$ cat config.mk
export PLATFORM = sky130hd
export DESIGN_NAME = scr_base_l3_bk_tp_d4
export DESIGN_NICKNAME = d
export VERILOG_FILES = /design/src/rtl/scr_base_l3_bk_pkg.sv /design/src/rtl/scr_base_l3_plru_tree.sv /design/src/rtl/scr_base_l3_bk_tp_d4.sv
export SDC_FILE = /design/constraint.sdc
export NUM_CORES = 2
export LEC_CHECK = 0
export ABC_CLOCK_PERIOD_IN_PS = 42800
export CORE_ASPECT_RATIO = 0.7
export CORE_MARGIN = 3
export CORE_UTILIZATION = 45
export DETAILED_ROUTE_END_ITERATION = 10
export GPL_TIMING_DRIVEN = 0
export PLACE_DENSITY_LB_ADDON = 0.3
export SYNTH_ARGS = -nofsm -noshare
export SYNTH_HDL_FRONTEND = slang
export SYNTH_SLANG_ARGS = --single-unit
$ cat constraint.sdc
create_clock -name clk -period 42.8 [get_ports clk]
set_input_delay 8.56 -clock clk [delete_from_list [all_inputs] [get_ports clk]]
set_output_delay 8.56 -clock clk [all_outputs]
set_load 0.01 [all_outputs]
$ cat src/rtl/scr_base_l3_bk_pkg.sv
// L3 bank shared types: D4 request record, default geometry, tag-pipe D4 FSM states.
// Latency: n/a (types and constants only).
// Backpressure: n/a.
package scr_base_l3_bk_pkg;

    // Default bank geometry.
    localparam int WAYS_DEF  = 8;
    localparam int SETS_DEF  = 256;
    localparam int TAG_W_DEF = 28;
    localparam int ID_W_DEF  = 6;

    // Field widths of the resolved-request record. These are sized for the
    // largest configuration the bank supports; narrower instances leave the
    // upper bits at zero.
    localparam int REQ_ID_MAX  = 16;
    localparam int REQ_SET_MAX = 16;
    localparam int REQ_WAY_MAX = 8;

    typedef struct packed {
        logic [REQ_ID_MAX-1:0]  id;
        logic [REQ_SET_MAX-1:0] set;
        logic [REQ_WAY_MAX-1:0] way;
        logic                   hit;
        logic                   evict;
        logic                   err;
    } d4_req_t;

    typedef enum logic {
        INIT = 1'b0,
        RUN  = 1'b1
    } tp_d4_state_e;

endpackage

$ cat src/rtl/scr_base_l3_plru_tree.sv
// Tree-PLRU helper: victim encode from one set's node bits plus the node bits after an access.
// Latency: purely combinational.
// Backpressure: none; the caller decides when the returned bits are written.
//
// Ports:
//   bits     current node bits of the set (heap order, node 0 is the root)
//   acc_way  way being accessed (hit or allocation)
//   victim   way the tree points at (bit = 0 selects the lower subtree)
//   bits_nxt node bits with every node on acc_way's path pointing away from it
module scr_base_l3_plru_tree #(
    parameter int WAYS  = 8,
    localparam int WAY_W = $clog2(WAYS),
    localparam int NODES = WAYS - 1
) (
    input  logic [NODES-1:0] bits,
    input  logic [WAY_W-1:0] acc_way,
    output logic [WAY_W-1:0] victim,
    output logic [NODES-1:0] bits_nxt
);

    // Walk root to leaf following the node bits; each level yields one way
    // bit, MSB first. Children of node n are 2n+1 (lower) and 2n+2 (upper).
    always_comb begin
        int node;
        victim = '0;
        node   = 0;
        for (int lvl = 0; lvl < WAY_W; lvl++) begin
            victim[WAY_W-1-lvl] = bits[node];
            node = 2 * node + 1 + (bits[node] ? 1 : 0);
        end
    end

    // Walk the accessed way's path; each node is set to the opposite half.
    always_comb begin
        int   node;
        logic dir;
        bits_nxt = bits;
        node     = 0;
        for (int lvl = 0; lvl < WAY_W; lvl++) begin
            dir            = acc_way[WAY_W-1-lvl];
            bits_nxt[node] = ~dir;
            node           = 2 * node + 1 + (dir ? 1 : 0);
        end
    end

endmodule

$ cat src/rtl/scr_base_l3_bk_tp_d4.sv
// L3 bank tag pipe D4: hit/miss resolve, way select (PLRU victim on full-set miss), tag write, handoff to data pipe.
// Latency: 1 cycle accept -> dp_vld_o when the output register is empty or draining; tag write 1 cycle after accept.
// Backpressure: output register + 1 skid entry; d3_rdy_o drops while the skid entry is occupied.
//
// Ports:
//   clk, rst          bank clock, synchronous active-high reset
//   d3_*              request from D3 with per-way hit/valid vectors and allocate flag
//   dp_*              resolved request to the data pipe (valid/ready)
//   tw_*              tag-array write for allocating misses
//   init_busy_o       PLRU table clear sweep in progress
module scr_base_l3_bk_tp_d4
    import scr_base_l3_bk_pkg::*;
#(
    parameter int WAYS  = WAYS_DEF,
    parameter int SETS  = SETS_DEF,
    parameter int TAG_W = TAG_W_DEF,
    parameter int ID_W  = ID_W_DEF,
    localparam int WAY_W = $clog2(WAYS),
    localparam int SET_W = $clog2(SETS)
) (
    input  logic             clk,
    input  logic             rst,

    input  logic             d3_vld_i,
    output logic             d3_rdy_o,
    input  logic [ID_W-1:0]  d3_id_i,
    input  logic [SET_W-1:0] d3_set_i,
    input  logic [TAG_W-1:0] d3_tag_i,
    input  logic [WAYS-1:0]  d3_hit_vec_i,
    input  logic [WAYS-1:0]  d3_way_vld_i,
    input  logic             d3_alloc_i,

    output logic             dp_vld_o,
    input  logic             dp_rdy_i,
    output logic [ID_W-1:0]  dp_id_o,
    output logic [SET_W-1:0] dp_set_o,
    output logic [WAY_W-1:0] dp_way_o,
    output logic             dp_hit_o,
    output logic             dp_evict_o,
    output logic             dp_err_o,

    output logic             tw_vld_o,
    output logic [SET_W-1:0] tw_set_o,
    output logic [WAY_W-1:0] tw_way_o,
    output logic [TAG_W-1:0] tw_tag_o,

    output logic             init_busy_o
);

    localparam int NODES = WAYS - 1;

    // ------------------------------------------------------------------
    // Control FSM: INIT clears one PLRU set per cycle, then RUN forever.
    // ------------------------------------------------------------------
    tp_d4_state_e     state_q, state_d;
    logic [SET_W-1:0] init_cnt;
    logic             init_busy;
    logic             run;

    always_ff @(posedge clk) begin
        if (rst) begin
            state_q <= INIT;
        end else begin
            state_q <= state_d;
        end
    end

    always_comb begin
        state_d = state_q;
        case (state_q)
            INIT:    if (init_cnt == SET_W'(SETS - 1)) state_d = RUN;
            RUN:     state_d = RUN;
            default: state_d = INIT;
        endcase
    end

    always_comb begin
        init_busy = (state_q == INIT);
        run       = (state_q == RUN);
    end

    always_ff @(posedge clk) begin
        if (rst) begin
            init_cnt <= '0;
        end else if (init_busy) begin
            init_cnt <= init_cnt + 1'b1;
        end
    end

    // ------------------------------------------------------------------
    // Handshake. The skid flag is a flop so d3_rdy_o has no path from
    // dp_rdy_i.
    // ------------------------------------------------------------------
    d4_req_t out_q, sk_q, new_req;
    logic    out_vld, sk_vld;
    logic    accept, drain;

    assign d3_rdy_o = run & ~sk_vld;
    assign accept   = d3_vld_i & d3_rdy_o;
    assign drain    = ~out_vld | dp_rdy_i;

    // ------------------------------------------------------------------
    // Way selection
    // ------------------------------------------------------------------
    logic [WAYS-1:0]  inv_vec;
    logic             any_hit, multi_hit, any_inv;
    logic [WAY_W-1:0] hit_way, inv_way, victim_way, sel_way;
    logic             sel_evict, alloc_miss, plru_upd;
    logic [NODES-1:0] plru_q [SETS];
    logic [NODES-1:0] plru_rd, plru_nxt;

    assign inv_vec   = ~d3_way_vld_i;
    assign any_hit   = |d3_hit_vec_i;
    // More than one bit set <=> clearing the lowest set bit leaves something.
    assign multi_hit = |(d3_hit_vec_i & (d3_hit_vec_i - 1'b1));
    assign any_inv   = |inv_vec;

    // Lowest set bit: scan high to low so the last match wins.
    always_comb begin
        hit_way = '0;
        inv_way = '0;
        for (int w = WAYS - 1; w >= 0; w--) begin
            if (d3_hit_vec_i[w]) hit_way = WAY_W'(w);
            if (inv_vec[w])      inv_way = WAY_W'(w);
        end
    end

    assign plru_rd = plru_q[d3_set_i];

    scr_base_l3_plru_tree #(
        .WAYS (WAYS)
    ) u_plru_tree (
        .bits     (plru_rd),
        .acc_way  (sel_way),
        .victim   (victim_way),
        .bits_nxt (plru_nxt)
    );

    always_comb begin
        sel_way   = '0;
        sel_evict = 1'b0;
        if (any_hit) begin
            sel_way = hit_way;
        end else if (d3_alloc_i) begin
            if (any_inv) begin
                sel_way = inv_way;
            end else begin
                sel_way   = victim_way;
                sel_evict = 1'b1;
            end
        end
    end

    assign alloc_miss = ~any_hit & d3_alloc_i;
    // Non-allocating misses leave the replacement state untouched.
    assign plru_upd   = accept & (any_hit | d3_alloc_i);

    always_comb begin
        new_req                 = '0;
        new_req.id[ID_W-1:0]    = d3_id_i;
        new_req.set[SET_W-1:0]  = d3_set_i;
        new_req.way[WAY_W-1:0]  = sel_way;
        new_req.hit             = any_hit;
        new_req.evict           = sel_evict;
        new_req.err             = multi_hit;
    end

    // PLRU table is not reset directly; the INIT sweep clears it. Accepts
    // cannot happen in INIT, so the two writers never collide.
    always_ff @(posedge clk) begin
        if (init_busy) begin
            plru_q[init_cnt] <= '0;
        end else if (plru_upd) begin
            plru_q[d3_set_i] <= plru_nxt;
        end
    end

    // ------------------------------------------------------------------
    // Output register + skid entry. Accept only happens with the skid
    // empty, so a new request either lands in the output register (when it
    // drains) or parks in the skid entry.
    // ------------------------------------------------------------------
    always_ff @(posedge clk) begin
        if (rst) begin
            out_vld <= 1'b0;
            out_q   <= '0;
            sk_vld  <= 1'b0;
            sk_q    <= '0;
        end else if (accept) begin
            if (drain) begin
                out_vld <= 1'b1;
                out_q   <= new_req;
            end else begin
                sk_vld  <= 1'b1;
                sk_q    <= new_req;
            end
        end else if (drain) begin
            if (sk_vld) begin
                out_vld <= 1'b1;
                out_q   <= sk_q;
                sk_vld  <= 1'b0;
            end else begin
                out_vld <= 1'b0;
            end
        end
    end

    assign dp_vld_o   = out_vld;
    assign dp_id_o    = out_q.id[ID_W-1:0];
    assign dp_set_o   = out_q.set[SET_W-1:0];
    assign dp_way_o   = out_q.way[WAY_W-1:0];
    assign dp_hit_o   = out_q.hit;
    assign dp_evict_o = out_q.evict;
    assign dp_err_o   = out_q.err;

    // ------------------------------------------------------------------
    // Tag write: one-cycle strobe per allocating miss, not held by dp
    // backpressure. Fields keep the last write between strobes.
    // ------------------------------------------------------------------
    always_ff @(posedge clk) begin
        if (rst) begin
            tw_vld_o <= 1'b0;
            tw_set_o <= '0;
            tw_way_o <= '0;
            tw_tag_o <= '0;
        end else begin
            tw_vld_o <= accept & alloc_miss;
            if (accept & alloc_miss) begin
                tw_set_o <= d3_set_i;
                tw_way_o <= sel_way;
                tw_tag_o <= d3_tag_i;
            end
        end
    end

    assign init_busy_o = init_busy;

endmodule

## Yosys cells after proc, flatten, opt, wreduce, memory -nomap -nowiden

Memories as Yosys holds them, arrays and structs flattened.
Cells that the tools add are included.

- Bits of input ports: 63
- Flip-flop bits (word level): 91
- Memory bits (writable): 1792
- Word-level logic and storage cells: 123
- Memories kept: 1
- Output and inout bits: 63

Memories:

| name | words | bits a word | read ports | clocked after Yosys merged registers in | write ports | line | RTL |
|---|---|---|---|---|---|---|---|
| plru_q | 256 | 7 | 1 | 0 | 1 | scr_base_l3_bk_tp_d4.sv:109 | `logic [NODES-1:0] plru_q [SETS];` |

- $add $sub $neg: 8
- Order comparisons: 6
- Multiplexer cells: 58
- Equal/unequal tests: 2
- Reductions and logical operators: 11
- Bitwise gates (word level): 17

Operator list:

| kind | count |
|---|---|
| two-way mux 33 bit | 4 |
| < comparator 32 x 5 -> 1 bit, second input constant | 4 |
| adder 2 x 32 -> 32 bit, first input constant | 2 |
| adder 32 x 2 -> 32 bit, second input constant | 2 |
| adder 32 bit | 2 |
| >= comparator 32 x 1 -> 1 bit, second input constant | 2 |
| two-way mux 3 bit | 19 |
| two-way mux 1 bit | 26 |
| OR reduction 8 bit | 3 |
| bitwise mux 7 bit | 2 |
| adder 8 x 1 -> 8 bit, second input constant | 1 |
| bitwise AND 8 bit | 1 |
| equality test 8 bit, second input constant | 1 |
| two-way mux 8 bit | 1 |
| NOT 1 bit | 8 |
| NOT 8 bit | 1 |
| subtractor 8 x 1 -> 8 bit, second input constant | 1 |
| two-way mux 7 bit | 1 |
| OR reduction 7 bit | 1 |
| binary-select mux 1 bit (select 3 bit) | 2 |
| demux 1 bit (select 3 bit) | 2 |
| AND reduction 2 bit | 3 |
| bitwise AND 1 bit | 5 |
| nonzero test 2 bit | 2 |
| other kinds (4) | 6 |

## Longest topological paths before layout

An unclocked memory read counts as a cell.

- Depth after elaboration: 24
- Depth in mapped cells: 18
- Mapped depth without buffers: 10

## Modules after synthesis

From an unflattened synthesis, not the netlist that was laid out.

- Cells, all modules: 3930
- Area total of the unflattened synthesis: 73626.9 um^2

By module, submodules not included:

| module | instances | area an instance (um^2) | sequential area each (um^2) | cells an instance |
|---|---|---|---|---|
| scr_base_l3_bk_tp_d4 | 1 | 73360.4 | 55633.4 | 3896 |
| scr_base_l3_plru_tree | 1 | 266.5 | 0.0 | 34 |

## Worst setup path after synthesis

OpenSTA, ideal clock, no wires.

- Kind: in2reg
- Start point: input d3_set_i[0]
- End point: memory plru_q[0][5] in the netlist's numbering, data pin
- Cell stages on the path: 11
- Arrival: 25773 ps
- Path slack: 14068 ps
- Path buffers: 3
- Setup time: 2960 ps
- Cell sequence: buf_6 > buf_1 > mux4_2 > a221oi_1 > o22ai_1 > o31a_1 > or4_1 > clkbuf_1 > mux2_2 > a21o_1 > o41ai_1

- Cells in the longest elaborated chain, start to end: 17

Ends and longest elaborated chain:

| what | line | RTL |
|---|---|---|
| start: declaration | scr_base_l3_bk_tp_d4.sv:27 | `input logic [SET_W-1:0] d3_set_i,` |
| memory (256 x 7 bit) * | - |  |
| branches (longest 14 deep; another with adder 2 x 32 -> 32 bit) | - |  |
| bitwise mux 7 bit * | scr_base_l3_plru_tree.sv:41 | `bits_nxt[node] = ~dir;` |
| two-way mux 7 bit (no line) * | - |  |
| end: declaration | scr_base_l3_bk_tp_d4.sv:109 |  |

Mark *: on every way between the ends. The select of a mux whose other input is x is not followed.

## Final worst setup path

- Start point: input d3_set_i[1]
- End point: memory plru_q[232][5] in the netlist's numbering, data pin

Same word-level chain as after synthesis.

==> tab_implementation.tex <==
\begin{tabular}{lr}
\hline
Metric & Value \\
\hline
\multicolumn{2}{l}{\textbf{Critical path}} \\
\quad Number of buffer and inverter instances along the worst setup path & 17 \\
\quad Endpoint class of the critical path & register \\
\quad Critical path data arrival time & 19.27 ns \\
\quad FF-to-FF setup slack & 35.74 ns \\
\quad Most frequent cell on the critical path & sky130\_fd\_sc\_hd\_\_buf\_4 \\
\quad Maximum fanout along the worst path & 12 \\
\quad Cell family with the largest share of critical-path delay & buffers and inverters \\
\quad Setup crit start kind & primary input \\
\quad Data required time of the critical path & 43.46 ns \\
\quad Critical Path Slowest Stage Cell & sky130\_fd\_sc\_hd\_\_o41ai\_1 \\
\quad Peak per-stage delay on the critical path & 1.07 ns \\
\quad Critical path start-end classification & in2reg \\
\multicolumn{2}{l}{\textbf{Timing}} \\
\quad Hold Violations, Final & 0 \\
\quad Post-Route Skew & 0.05258 ns \\
\quad Maximum clock frequency & 53.74 MHz \\
\quad Max Slew Vio Count & 273 \\
\quad Time the worst path needs with I/O delays and setup & 18.61 ns \\
\quad Worst Tran Pin Value & 1.688 ns \\
\quad Max\_slew headroom & -12.50\% \\
\quad Setup Viol. Count Final & 0 \\
\quad Unrepaired setup endpoints after global routing & false \\
\quad Setup TNS & 0 ns \\
\quad Share of the clock period used by the worst path & 43.47\% \\
\multicolumn{2}{l}{\textbf{Route}} \\
\quad Drt wl/cell & 42.91 um \\
\quad Avg Vias per Cell & 6.991 \\
\quad Drt initial violations & 9597 \\
\quad Drt total wl & 276700 um \\
\quad Post-route DRC violation count & 0 \\
\quad First-pass iteration count of the detailed router & 8 \\
\quad Vias after detailed routing & 45.08k \\
\quad Antenna violation net count after detailed routing & 0 \\
\multicolumn{2}{l}{\textbf{Floorplanning}} \\
\quad Die extent in y & 344.3 um \\
\quad Chip width & 489.3 um \\
\quad Number of ports placed on the die boundary & 126 \\
\quad Initial standard-cell utilization of the core & 45.53\% \\
\quad Full die area & 0.1685 mm2 \\
\quad Placeable core area & 0.1616 mm2 \\
\quad Standard-cell row count & 123 \\
\multicolumn{2}{l}{\textbf{Yosys}} \\
\quad Distinct cell type count of the synthesized netlist & 76 \\
\quad Yosys warnings & 0 \\
\quad Number of flops mapped to enable cells by yosys & 1792 \\
\quad Area of the mapped netlist & 0.07357 mm2 \\
\quad Synth Net Count & 3849 \\
\quad Synthesized instance count & 3784 \\
\quad Number of flip-flops and latches in the synthesized netlist & 1883 \\
\quad Main flop type after synthesis & sky130\_fd\_sc\_hd\_\_edfxtp\_1 \\
\quad Synthesized area per cell & 19.44 um2 \\
\quad Sequential share of the synthesized area & 75.62\% \\
\quad Async S/R FF share, synth & 0\% \\
\multicolumn{2}{l}{\textbf{Layout}} \\
\quad Fill cell total of the finished layout & 12.71k \\
\quad Area growth from synthesis to layout & 14.36\% \\
\quad Finished layout cell area & 0.08414 mm2 \\
\quad Net count of the finished layout & 4241 \\
\quad Share of cells above drive strength 1 & 21.41\% \\
\multicolumn{2}{l}{\textbf{Clock tree}} \\
\quad Clock latency of the later-clocked register in the worst-skew pair & 0.84 ns \\
\quad Hold-fix buffers at CTS & 0 \\
\quad Post-CTS setup buffers & 0 \\
\quad TritonCTS clock tree & done \\
\quad Buffer levels on the longest clock path & 3 \\
\quad Number of H-tree branching levels & 4 \\
\quad Clock slew at the register clock pins of the worst setup and hold paths & 0.07 ns \\
\quad Clk root buf & sky130\_fd\_sc\_hd\_\_clkbuf\_16 \\
\quad Post-CTS resize count & 0 \\
\quad Cts bufs inserted & 171 \\
\quad Clk sink count & 1883 \\
\multicolumn{2}{l}{\textbf{Place}} \\
\quad Final Wtd Congestion & 1.031 \\
\quad Area post-placement & 0.07872 mm2 \\
\quad Hpwl dp & 187000 um \\
\quad Number of buffer cells added on primary ports & 122 \\
\multicolumn{2}{l}{\textbf{Global route}} \\
\quad Pin count of the biggest net entering global routing & 81 \\
\quad Via count of the first global-routing pass & 41.01k \\
\quad First-pass GRT wire length & 364800 um \\
\quad Antenna violations before repair & 19 \\
\quad GR Util All Layers & 32.61\% \\
\quad Final global-route overflow total & 0 \\
\multicolumn{2}{l}{\textbf{Status}} \\
\quad Result of the run & complete, but fails checks \\
\quad Violations in the final reports & max-capacitance violations, max-slew violations \\
\multicolumn{2}{l}{\textbf{Pwr}} \\
\quad P\_leak & 30.39 nW \\
\quad Worst ir drop on vdd & 0.03678 mV \\
\quad Areal power density over the cells & 43.73 mW/mm2 \\
\multicolumn{2}{l}{\textbf{Worst hold path}} \\
\quad Hold WC Path Type & reg2reg \\
\multicolumn{2}{l}{\textbf{Run}} \\
\quad Max-Cap Viols & 30 \\
\hline
\end{tabular}
## state kept, by name, summed over array words and instances (netlist names)
register	cells
dp_set_o	8
tw_tag_o	28
init_cnt	8
dp_err_o	1
dp_way_o	3
tw_way_o	3
dp_id_o	6
dp_vld_o	1
dp_evict_o	1
sk_q	20
tw_vld_o	1
run	1
sk_vld	1
dp_hit_o	1
plru_q	1792
tw_set_o	8
## metrics by stage
| step | std cells | utilization [%] | total power [mW] | hold slack (ns) | worst slack [ns] |
|---|---|---|---|---|---|
| after floorplan | 3784 | - | 2.092 | 0.4577 | 14.07 |
| after global placement | 6031 | 47.93 | 2.182 | 0.4427 | -8.718 |
| after detailed placement | 6127 | 48.71 | 2.183 | 0.4480 | 24.05 |
| after CTS | 6439 | 52.04 | 3.658 | 0.4562 | 24.91 |
| after global routing | 6440 | 52.05 | 3.736 | 0.4770 | 24.47 |
| final | 6448 | 52.07 | 3.680 | 0.4566 | 24.19 |
## power breakdown
group | switching (mW) | total, mW | internal, mW
Clock | 0.708 | 1.52 | 0.816
Combinational | 0.130 | 0.168 | 0.0382
Sequential | 0.000921 | 1.99 | 1.99
Total | 0.839 | 3.68 | 2.84
## cell families (layout without fill, tap and decap cells)
family / after synthesis / in the layout / share of synthesized area [%]
DFF: 1883 / 1883 / 75.62
and+or+nand+nor: 694 / 694 / 3.929
muxes: 535 / 535 / 14.62
AOI/OAI and AO/OA: 411 / 411 / 3.837
buffers and inverters: 253 / 784 / 1.891
xor gates and xnor gates: 5 / 5 / 0.05953
adders and majority gates: 3 / 3 / 0.04761
other: 0 / 8 / 0
## cell usage after synthesis (11+ instances only)
library cell / number / area (um2)
sky130_fd_sc_hd__a311oi_1: 17 / 148.9
sky130_fd_sc_hd__buf_2: 44 / 220.2
sky130_fd_sc_hd__o21ai_0: 32 / 160.2
sky130_fd_sc_hd__mux2_2: 16 / 180.2
sky130_fd_sc_hd__nor3_1: 22 / 110.1
sky130_fd_sc_hd__nand3_1: 21 / 105.1
sky130_fd_sc_hd__nand2_1: 219 / 822.0
sky130_fd_sc_hd__a22oi_1: 103 / 773.2
sky130_fd_sc_hd__buf_4: 26 / 195.2
sky130_fd_sc_hd__a211oi_1: 22 / 165.2
sky130_fd_sc_hd__mux4_2: 426 / 9594
sky130_fd_sc_hd__buf_1: 18 / 67.56
sky130_fd_sc_hd__edfxtp_1: 1792 / 53810
sky130_fd_sc_hd__a21oi_1: 109 / 545.5
sky130_fd_sc_hd__mux2i_1: 89 / 890.9
sky130_fd_sc_hd__a221oi_1: 13 / 113.9
sky130_fd_sc_hd__nor2_1: 352 / 1321
sky130_fd_sc_hd__clkbuf_1: 116 / 435.4
sky130_fd_sc_hd__nor2b_1: 14 / 87.58
sky130_fd_sc_hd__o22ai_1: 26 / 162.7
sky130_fd_sc_hd__inv_1: 15 / 56.30
sky130_fd_sc_hd__buf_6: 23 / 259.0
sky130_fd_sc_hd__nor4_1: 14 / 87.58
sky130_fd_sc_hd__nand2b_1: 11 / 68.82
sky130_fd_sc_hd__dfxtp_1: 91 / 1822
## placed cells by master, fill, tap and decap left out, types with 13 or more instances in the layout
cell type                         count
sky130_fd_sc_hd__o22ai_1             26
sky130_fd_sc_hd__nand3_1             21
sky130_fd_sc_hd__clkbuf_1           143
sky130_fd_sc_hd__nor4_1              13
sky130_fd_sc_hd__clkbuf_2            18
sky130_fd_sc_hd__inv_1               15
sky130_fd_sc_hd__mux4_2             426
sky130_fd_sc_hd__edfxtp_1          1792
sky130_fd_sc_hd__clkbuf_16          176
sky130_fd_sc_hd__nor2b_1             14
sky130_fd_sc_hd__a211oi_1            21
sky130_fd_sc_hd__clkinv_2            30
sky130_fd_sc_hd__mux2_2              16
sky130_fd_sc_hd__clkdlybuf4s50_1    122
sky130_fd_sc_hd__mux2i_1             89
sky130_fd_sc_hd__nor2_1             350
sky130_fd_sc_hd__buf_6               44
sky130_fd_sc_hd__a21oi_1            109
sky130_fd_sc_hd__nand2_1            219
sky130_fd_sc_hd__a311oi_1            17
sky130_fd_sc_hd__a221oi_1            13
sky130_fd_sc_hd__buf_4               73
sky130_fd_sc_hd__o21ai_0             30
sky130_fd_sc_hd__buf_1               13
sky130_fd_sc_hd__buf_2               49
sky130_fd_sc_hd__nor3_1              21
sky130_fd_sc_hd__buf_8               18
sky130_fd_sc_hd__clkinv_1            29
sky130_fd_sc_hd__dfxtp_1             91
sky130_fd_sc_hd__a22oi_1            103
## tightest hold or removal path: cells and delay by family, from the launching register on
family | cells | cell delay [ns]
DFF | 1 | 0.31
AOI/OAI and AO/OA | 1 | 0.05
and+or+nand+nor | 1 | 0.05
## layer usage
| metal | routed length (um) | vias to the layer above | global-route usage [%] |
|---|---|---|---|
| li1 | - | 16252 | - |
| met1 | 100100 | 23262 | 44.79 |
| met5 | 232 | - | 0.2273 |
| met3 | 54070 | 885 | 18.59 |
| met2 | 106400 | 4660 | 41.40 |
| met4 | 15890 | 16 | 15.11 |
## area by class of cell
class,instances,area (um2),area share [%]
inverter,17,63.81,0.07584
clock inverter,87,755.7,0.8982
tap,2125,2659,3.160
antenna,8,20.02,0.02379
timing repair buffer,219,2406,2.860
multi-input combinational,1648,16610,19.75
buffer,236,1356,1.612
sequential,1883,55630,66.12
clock buffer,225,4628,5.501
## worst paths after layout
check | startpoint | endpoint | cells past startpoint
worst max-delay path | d3_set_i[1] | plru_q[232][5]$_DFFE_PP_ | 27
worst max register to register | plru_q[231][3]$_DFFE_PP_ | plru_q[232][5]$_DFFE_PP_ | 19
worst min-delay path | tw_set_o[4]$_SDFFE_PP0P_ | tw_set_o[4]$_SDFFE_PP0P_ | 2
worst min register to register | tw_set_o[4]$_SDFFE_PP0P_ | tw_set_o[4]$_SDFFE_PP0P_ | 2
(Power assumes the default switching activity.)
